<file path="src/rtl/quad_count_pkg.sv">
// rtl/quad_count_pkg.sv - shared types and helpers for the quad BCD counter sequencer
package quad_count_pkg;

  typedef enum logic [1:0] {
    IDLE  = 2'd0,
    RUN   = 2'd1,
    PAUSE = 2'd2,
    DONE  = 2'd3
  } state_t;

  localparam logic [3:0] BCD_MAX = 4'd9;
  localparam logic [3:0] BCD_MIN = 4'd0;

  // Non-decimal nibbles (A..F) saturate to 9 so the counter never holds an illegal digit.
  function automatic logic [3:0] bcd_clamp(input logic [3:0] d);
    return (d > BCD_MAX) ? BCD_MAX : d;
  endfunction

endpackage

</file>
<file path="src/rtl/quad_count_ctrl_bcd_digit.sv">
// rtl/quad_count_ctrl_bcd_digit.sv - one BCD decade with load, clear and up/down step
module bcd_digit
  import quad_count_pkg::*;
(
  input  logic       clk,
  input  logic       rst_n,
  input  logic       clr,
  input  logic       en,
  input  logic       up_dn,
  input  logic       ld,
  input  logic [3:0] ld_val,
  output logic [3:0] q,
  output logic       carry_out,
  output logic       borrow_out
);

  // carry/borrow only flag the rollover condition; the parent gates them with the tick.
  assign carry_out  = (q == BCD_MAX);
  assign borrow_out = (q == BCD_MIN);

  always_ff @(posedge clk or negedge rst_n) begin
    if (!rst_n) begin
      q <= BCD_MIN;
    end else if (clr) begin
      q <= BCD_MIN;
    end else if (ld) begin
      q <= bcd_clamp(ld_val);
    end else if (en) begin
      if (up_dn) q <= (q == BCD_MAX) ? BCD_MIN : q + 4'd1;
      else       q <= (q == BCD_MIN) ? BCD_MAX : q - 4'd1;
    end
  end

endmodule

</file>
<file path="src/rtl/quad_count_ctrl.sv">
// rtl/quad_count_ctrl.sv - run-control sequencer gating the 1 Hz tick into a BCD up/down counter
module quad_count_ctrl
  import quad_count_pkg::*;
#(
  parameter int DIGITS = 4,
  parameter bit WRAP   = 1'b0
) (
  input  logic                  clk,
  input  logic                  rst_n,
  input  logic                  tick,
  input  logic                  start,
  input  logic                  stop,
  input  logic                  clear,
  input  logic                  load,
  input  logic                  up_dn,
  input  logic [4*DIGITS-1:0]   load_val,
  output logic [4*DIGITS-1:0]   bcd,
  output logic [1:0]            state,
  output logic                  running,
  output logic                  tc
);

  state_t              state_q;
  state_t              state_d;
  logic                tc_d;
  logic                cnt_tick;
  logic                ld_en;
  logic                hi_max;
  logic                hi_min;
  logic                hit_term;
  logic [DIGITS-1:0]   carry;
  logic [DIGITS-1:0]   borrow;
  logic [DIGITS:0]     up_chain;
  logic [DIGITS:0]     dn_chain;

  // Any command in the same cycle outranks the tick, even one that ends up ignored.
  assign cnt_tick = (state_q == RUN) & tick & ~clear & ~load & ~stop & ~start;
  assign ld_en    = load & ~clear & (state_q != RUN);

  assign up_chain[0] = 1'b1;
  assign dn_chain[0] = 1'b1;

  for (genvar i = 0; i < DIGITS; i++) begin : g_digit
    logic en_i;
    assign en_i          = cnt_tick & (up_dn ? up_chain[i] : dn_chain[i]);
    assign up_chain[i+1] = up_chain[i] & carry[i];
    assign dn_chain[i+1] = dn_chain[i] & borrow[i];

    bcd_digit u_digit (
      .clk        (clk),
      .rst_n      (rst_n),
      .clr        (clear),
      .en         (en_i),
      .up_dn      (up_dn),
      .ld         (ld_en),
      .ld_val     (load_val[4*i +: 4]),
      .q          (bcd[4*i +: 4]),
      .carry_out  (carry[i]),
      .borrow_out (borrow[i])
    );
  end

  // The next counted tick lands on the terminal value when only the lowest digit is one step away.
  always_comb begin
    hi_max = 1'b1;
    hi_min = 1'b1;
    for (int i = 1; i < DIGITS; i++) begin
      hi_max = hi_max & carry[i];
      hi_min = hi_min & borrow[i];
    end
  end

  assign hit_term = up_dn ? (hi_max && (bcd[3:0] == BCD_MAX - 4'd1))
                          : (hi_min && (bcd[3:0] == BCD_MIN + 4'd1));

  always_comb begin
    state_d = state_q;
    tc_d    = cnt_tick & hit_term;
    if (clear) begin
      state_d = IDLE;
    end else if (load) begin
      if (state_q == DONE) state_d = IDLE;
    end else if (stop) begin
      if (state_q == RUN) state_d = PAUSE;
    end else if (start) begin
      if (state_q == IDLE || state_q == PAUSE) state_d = RUN;
    end else if (cnt_tick && hit_term && !WRAP) begin
      state_d = DONE;
    end
  end

  always_ff @(posedge clk or negedge rst_n) begin
    if (!rst_n) begin
      state_q <= IDLE;
      running <= 1'b0;
      tc      <= 1'b0;
    end else begin
      state_q <= state_d;
      running <= (state_d == RUN);
      tc      <= tc_d;
    end
  end

  assign state = state_q;

endmodule
</file>
<file path="config.mk">
export PLATFORM = sky130hd
export DESIGN_NAME = quad_count_ctrl
export DESIGN_NICKNAME = d
export VERILOG_FILES = /design/src/rtl/quad_count_pkg.sv /design/src/rtl/quad_count_ctrl_bcd_digit.sv /design/src/rtl/quad_count_ctrl.sv
export SDC_FILE = /design/constraint.sdc
export NUM_CORES = 1
export LEC_CHECK = 0
export ABC_AREA = 1
export CAP_MARGIN = 20
export CORE_ASPECT_RATIO = 1.4
export CORE_MARGIN = 1
export CORE_UTILIZATION = 39
export CTS_CLUSTER_DIAMETER = 150
export DETAILED_ROUTE_END_ITERATION = 7
export GPL_TIMING_DRIVEN = 0
export PLACE_DENSITY = 0.72
export SLEW_MARGIN = 20
export SYNTH_ARGS = -nofsm -noshare
export SYNTH_HDL_FRONTEND = slang
export SYNTH_SLANG_ARGS = --single-unit
</file>
<file path="constraint.sdc">
create_clock -name clk -period 3.75 [get_ports clk]
set_input_delay 0.5625 -clock clk [delete_from_list [all_inputs] [get_ports clk]]
set_output_delay 0.5625 -clock clk [all_outputs]
set_load 0.05 [all_outputs]
</file>
==> results of run 1 <==
per-stage QoR:
step	std cells	hold WS [ns]	utilization	instance area [um2]	total power, mW
after floorplan	256	0.267	-	1660	0.568
after global placement	342	0.563	0.537	2140	0.710
after detailed placement	342	0.567	0.537	2140	0.713
after CTS	346	0.587	0.551	2190	0.885
after global routing	346	0.631	0.551	2190	0.941
final	346	0.574	0.551	2190	0.884
metal layers:
| layer | track usage | wire length [um] | part of all wire | vias to the layer above |
|---|---|---|---|---|
| met1 | 0.274 | 1900 | 0.41 | 850 |
| met3 | 0.0212 | 240 | 0.051 | 8 |
| met2 | 0.376 | 2440 | 0.52 | 70 |
| met5 | 0 | 0 | 0 | - |
| li1 | - | - | - | 959 |
| met4 | 0.115 | 95 | 0.020 | 0 |
cells by family after synthesis:
logic type	synth area share
and+or+nand+nor	0.317
AOI/OAI and AO/OA	0.235
buffers and inverters	0.0915
DFF	0.302
xor gates and xnor gates	0.0317
adders and majority gates	0.0227
registers in the layout, summed over array words and instances, names as in the netlist:
register,flops
g_digit.u_digit.q,16
running,1
tc,1
state,2
area by class of cell:
type | count | area [um2]
fillers | 386 | 1790
multi-input cells | 196 | 1000
flip-flops and latches | 20 | 500
repair buffers | 43 | 430
inverters | 37 | 139
clock buffers | 4 | 55.1
well taps | 43 | 53.8
plain buffers | 3 | 12.5
worst max-delay path: cells and delay by family:
family / cells / cell delay, ns
AND/OR/NAND/NOR: 2 / 0.27
buffers and inverters: 2 / 0.94
AO/OA/AOI/OAI: 2 / 0.55
power breakdown:
part | switching [mW] | internal, mW
registers | 0.0372 | 0.244
logic | 0.278 | 0.150
clock network | 0.0811 | 0.0937
cells in the final DEF, fill, tap and decap left out, types with 4 or more instances in the layout:
cell and n:
o21ai_0 31, a21oi_1 17, nand2_2 4, xor2_1 6, clkdlybuf4s50_1 43, nand3_1 20
nor2_1 28, clkbuf_8 4, dfrtp_1 20, nand2_1 57, o22ai_1 4, inv_1 36
path summary, 6_finish.rpt:
path,start,endpoint,slack (ns)
setup / recovery,up_dn,g_digit[1].u_digit.q[1],1.61
hold / removal,g_digit[1].u_digit.q[1],g_digit[1].u_digit.q[1],0.57
setup reg to reg,state[1],g_digit[1].u_digit.q[3],1.86
hold reg to reg,g_digit[1].u_digit.q[1],g_digit[1].u_digit.q[1],0.57
max in group asynchronous,rst_n,g_digit[2].u_digit.q[2],2.35
min in group asynchronous,rst_n,tc,0.82
==> flow_summary.yaml, run 1 <==
route:
  first_pass_iters: 6
  drc_errors: 6
  vias_per_cell: 5.45
  wire_per_inst_um: 13.5
  num_vias: 1887
  ant_nets: 0
  initialDrtViolationCount: 73
  routed_wl_um: 4670
critical_path:
  crit_fanout: 10
  startpoint_type: "primary input"
  r2r_cells: 10
  critPathSlowestCell: "clkdlybuf4s50_1"
  end_kind: "flip-flop"
  cp.required_ns: 3.94
  cp.arrival_ns: 2.33
  worstPathCellList: "clkdlybuf4s50_1 -> clkbuf_1 -> nand2_1 -> o311ai_0 -> nand3_1 -> o21ai_0"
  crit_type: "primary input to flip-flop"
  critical_path.max_stage_delay_ns: 0.55
synth:
  synth_area_per_cell_um2: 6.47
  synth_top_area_frac: 0.302
  synth_cell_types: 31
  synthFlopType: "dfrtp_1"
  syn_inst: 256
  synth-seq-cells: 20
  async_reset_ff_frac: 1.00
  syn_nets: 283
  ys_top_cells_by_count: "nand2_1 (57), inv_1 (36), o21ai_0 (31), nor2_1 (28)"
  yosysMostFrequentCell: "nand2_1"
  yosys-top-cells-area: "dfrtp_1 (30%), nand2_1 (13%), o21ai_0 (9.4%)"
  ys_seq_area_frac: 0.302
  yosysWarnings: 0
  synth_edf_count: 0
  synth_top_cell_by_area: "dfrtp_1"
  syn_area_mm2: 0.00166
run_status:
  violations: "design-rule violations"
  status: "finished, violations left"
floorplanning:
  dieArea_mm2: 0.00451
  core_area_mm2: 0.00399
  die_width_um: 57.1
  pin_count: 44
  start_util: 0.415
  rows: 27
  die_y_um: 79.1
sta:
  max_slew_margin: 0.366
  rsz0062_at_grt: "false"
  finalHoldViolations: 0
  setup_viol: 0
  fin_crit_ns: 2.14
  max_slew.worst_pin.slew_ns: 0.948
  fmax_mhz: 467
  fin_crit_sh: 0.570
  slew_violations: 0
  skew_ns: 0.00586
  fin_ws_ns: 1.61
  finalSetupTns_ns: 0
global_routing:
  grt_pass1_wl_um: 7840
  grt_max_degree: 21
  antenna_found_initial: 0
  grtUsageTotal: 0.221
  grt_overflow: 0
  grt_pass1_vias: 1817
worst_hold_path:
  worstHoldPathCells: 2
  hold_class: "flip-flop to flip-flop"
flow_run:
  maxCapViolCount: 0
clocking:
  postCtsSetupBuffers: 0
  holdBufCountCts: 0
  post_cts_resized: 0
  numCtsBuffers: 3
  clock-sinks: 20
  worstSkewPairLatency_ns: 0.26
  clk_pin_slew_ns: 0.09
  ctsRootBufferMaster: "clkbuf_8"
  cts.path.max_buffers: 2
  cts_tree: "done"
  h-tree-depth: 1
pwr:
  power_density_mw_per_mm2: 403
  ir_drop_v: 0.000215
  leakage_nw: 1.02
placed_design:
  dpl.hpwl_um: 3660
  port-buffer-count: 43
  place.gp.congestion: 0.912
  dpl_worst_slack_ns: 1.32
finish:
  final_layout_size_suffix_gt1_frac: 0.0495
  layout.nets: 331
  num_antenna_cells: 0
  area_growth_pct: 32.6
(Power assumes the default switching activity.)
==> inputs of run 2 (changes only) <==
Clock period 3.75 ns to 2.2 ns, I/O delays scaled along.
==> results of run 2 <==
Same layout as run 1 (identical final DEF). Status: finished, violations left: design-rule violations.
Main changes from that run: setup slack after placement 1.32 ns -> 0.00411 ns; setup slack after layout 1.61 ns -> 0.293 ns; register-to-register setup slack 1.86 ns -> 0.31 ns; total power 0.884 mW -> 1.51 mW; worst IR drop on VDD 0.000215 V -> 0.000367 V
==> inputs of run 3 (changes only) <==
Settings changed: ABC_AREA 1 to default, GPL_ROUTABILITY_DRIVEN from default to 0, PLACE_DENSITY 0.72 to 0.7, SKIP_LAST_GASP from default to 1.
==> run 3 against run 2 <==
Clock power decreased by 3%. Cell count increased by 0.87%. Power decreased by 4.1%. Critical path depth increased by 1. Sequential share of layout area decreased by 2.4 points. Worst hold slack got worse by 0.19 ns. Global-route usage decreased by 1.6 points. Critical path type is now flip-flop to flip-flop. Synthesized area increased by 13%. The flow now finishes without violations.
==> flow_summary.yaml, run 3 <==
floorplanning:
  dieArea_mm2: 0.00509
  die_y_um: 84
  rows: 29
  core_area_mm2: 0.00457
  start_util: 0.410
  die_width_um: 60.6
  pin_count: 44
pwr:
  internal-power_mw: 0.846
  ir_drop_v: 0.000429
  power_density_mw_per_mm2: 586
  p_clk_frac: 0.199
  leakage_nw: 0.991
  p_total_mw: 1.45
  switching_share: 0.415
  p_switching_mw: 0.599
  pwr-share-comb: 0.491
  p_seq_frac: 0.309
synth:
  synth_top_cell_by_area: "dfrtp_1"
  synth_edf_count: 0
  synth_top_area_frac: 0.267
  synth_area_per_cell_um2: 7.90
  yosysWarnings: 0
  ys_seq_area_frac: 0.267
  async_reset_ff_frac: 1.00
  ys_top_cells_by_count: "nor2_1 (23), dfrtp_1 (20), nand2_1 (20), a21oi_1 (17), inv_1 (13)"
  syn_area_mm2: 0.00187
  syn_nets: 264
  synth-seq-cells: 20
  yosys-top-cells-area: "dfrtp_1 (27%), nor2_1 (4.6%), a21oi_1 (4.5%)"
  syn_inst: 237
  synth_cell_types: 57
  yosysMostFrequentCell: "nor2_1"
  synthFlopType: "dfrtp_1"
global_routing:
  grt_max_degree: 21
  grt_pass1_wl_um: 8110
  antenna_found_initial: 0
  grtUsageTotal: 0.205
  grt_pass1_vias: 1803
  grt_overflow: 0
sta:
  rsz0062_at_grt: "false"
  max_slew_margin: 0.361
  holdWs_ns: 0.388
  finalSetupTns_ns: 0
  fin_crit_ns: 2.09
  max_slew.worst_pin.slew_ns: 0.955
  slew_violations: 0
  fin_crit_sh: 0.952
  fmax_mhz: 477
  setup_viol: 0
  fin_ws_ns: 0.106
  finalHoldViolations: 0
  skew_ns: 0.00921
finish:
  fin_util: 0.539
  design_area_mm2: 0.00247
  largest_reg_flops: 16
  mostFrequentLayoutCell: "clkdlybuf4s50_1"
  area_growth_pct: 31.7
  num_antenna_cells: 0
  regArea_um2: 503
  fillers: 468
  multi_input_comb_area_mm2: 0.00123
  final_cell_mix: "clkdlybuf4s50_1 (41), nor2_1 (23), nand2_1 (20)"
  layout.nets: 315
  final_layout_size_suffix_gt1_frac: 0.132
  layout.cells.non_filler: 349
  regMostFlops: "g_digit.u_digit.q"
route:
  first_pass_iters: 4
  vias_per_cell: 5.60
  num_vias: 1954
  initialDrtViolationCount: 106
  routed_wl_um: 4920
  ant_nets: 0
  drc_errors: 0
  wire_per_inst_um: 14.1
placed_design:
  dpl_worst_slack_ns: -0.357
  dp.cells: 341
  port-buffer-count: 42
  dpl-instance-area_mm2: 0.00237
  dpl.hpwl_um: 3700
critical_path:
  crit_fanout: 5
  startpoint_type: "flip-flop"
  cp.required_ns: 2.34
  end_kind: "flip-flop"
  crit_type: "flip-flop to flip-flop"
  cp.arrival_ns: 2.23
clocking:
  ctsRootBufferMaster: "clkbuf_8"
  cts_tree: "done"
  h-tree-depth: 1
  clock-sinks: 20
  numCtsBuffers: 3
  clk_pin_slew_ns: 0.08
  holdBufCountCts: 0
  cts.path.max_buffers: 2
  worstSkewPairLatency_ns: 0.26
worst_hold_path:
  hold_class: "primary input to flip-flop"
flow_run:
  maxCapViolCount: 0
run_status:
  status: "completed"
==> run 3: cell count changes after synthesis, moves of 6 or more <==
cell / before / now
xor2_1: 6 / 0
clkbuf_1: 2 / 9
o21ai_0: 31 / 11
nor3_1: 2 / 10
nand2_1: 57 / 20
inv_1: 36 / 13
nand3_1: 20 / 6
buf_2: 1 / 9
==> run 3: repair_timing <==
action | CTS | global route
resized for setup | 0 | 6
pin swaps | 1 | 3
setup endpoints to repair | 3 | 10
setup buffers | 0 | 4
==> run 3: cell families after synthesis <==
family          count (synthesis)  share of synthesized area
flops                          20                      0.267
compound gates                 70                      0.258
buf+inv                        33                     0.0802
mux                            10                     0.0568
xor+xnor                        4                     0.0187
fa+ha+maj                       3                     0.0200
simple gates                   97                      0.299
==> run 3: layout make-up <==
cell class,instances,area share
Multi-Input combinational cell,184,0.498
Sequential cell,20,0.204
Timing Repair Buffer,46,0.184
Tap cell,62,0.0315
Inverter,13,0.0198
Clock buffer,4,0.0223
Buffer,20,0.0411
==> run 3: worst max-delay path, cell delays in order (launching register included) <==
cell and delay [ns]:
dfrtp_2 0.44, inv_2 0.08, ha_2 0.19, or3b_4 0.39, nand4b_1 0.18, a211o_1 0.36, a311oi_2 0.23, nor3_1 0.09
==> run 3: worst paths after layout <==
check / from / to / slack (ns) / cells past startpoint
worst max-delay path: g_digit[3].u_digit.q[1] / running / 0.11 / 7
worst min-delay path: load / state[0] / 0.39 / 3
worst max register to register: g_digit[3].u_digit.q[1] / running / 0.11 / 7
worst min register to register: g_digit[3].u_digit.q[0] / g_digit[3].u_digit.q[0] / 0.62 / 1
max in group asynchronous: rst_n / g_digit[3].u_digit.q[1] / 0.97 / 1
min in group asynchronous: rst_n / g_digit[0].u_digit.q[1] / 0.59 / 1
==> run 3: power by group through the flow <==
stage | sequential [mW] | combinational (mW) | clock (mW)
after floorplan | 0.592 | 0.344 | 0
after global placement | 0.456 | 0.691 | 0
after detailed placement | 0.456 | 0.699 | 0
after CTS | 0.450 | 0.700 | 0.293
after global routing | 0.454 | 0.769 | 0.309
final | 0.447 | 0.710 | 0.288
==> run 3: layer usage <==
layer,global-route usage,vias to the layer above,part of all wire
li1,-,973,-
met1,0.266,924,0.42
met2,0.355,52,0.54
met3,0.0202,5,0.035
met4,0.0475,0,0.010
met5,0,-,0
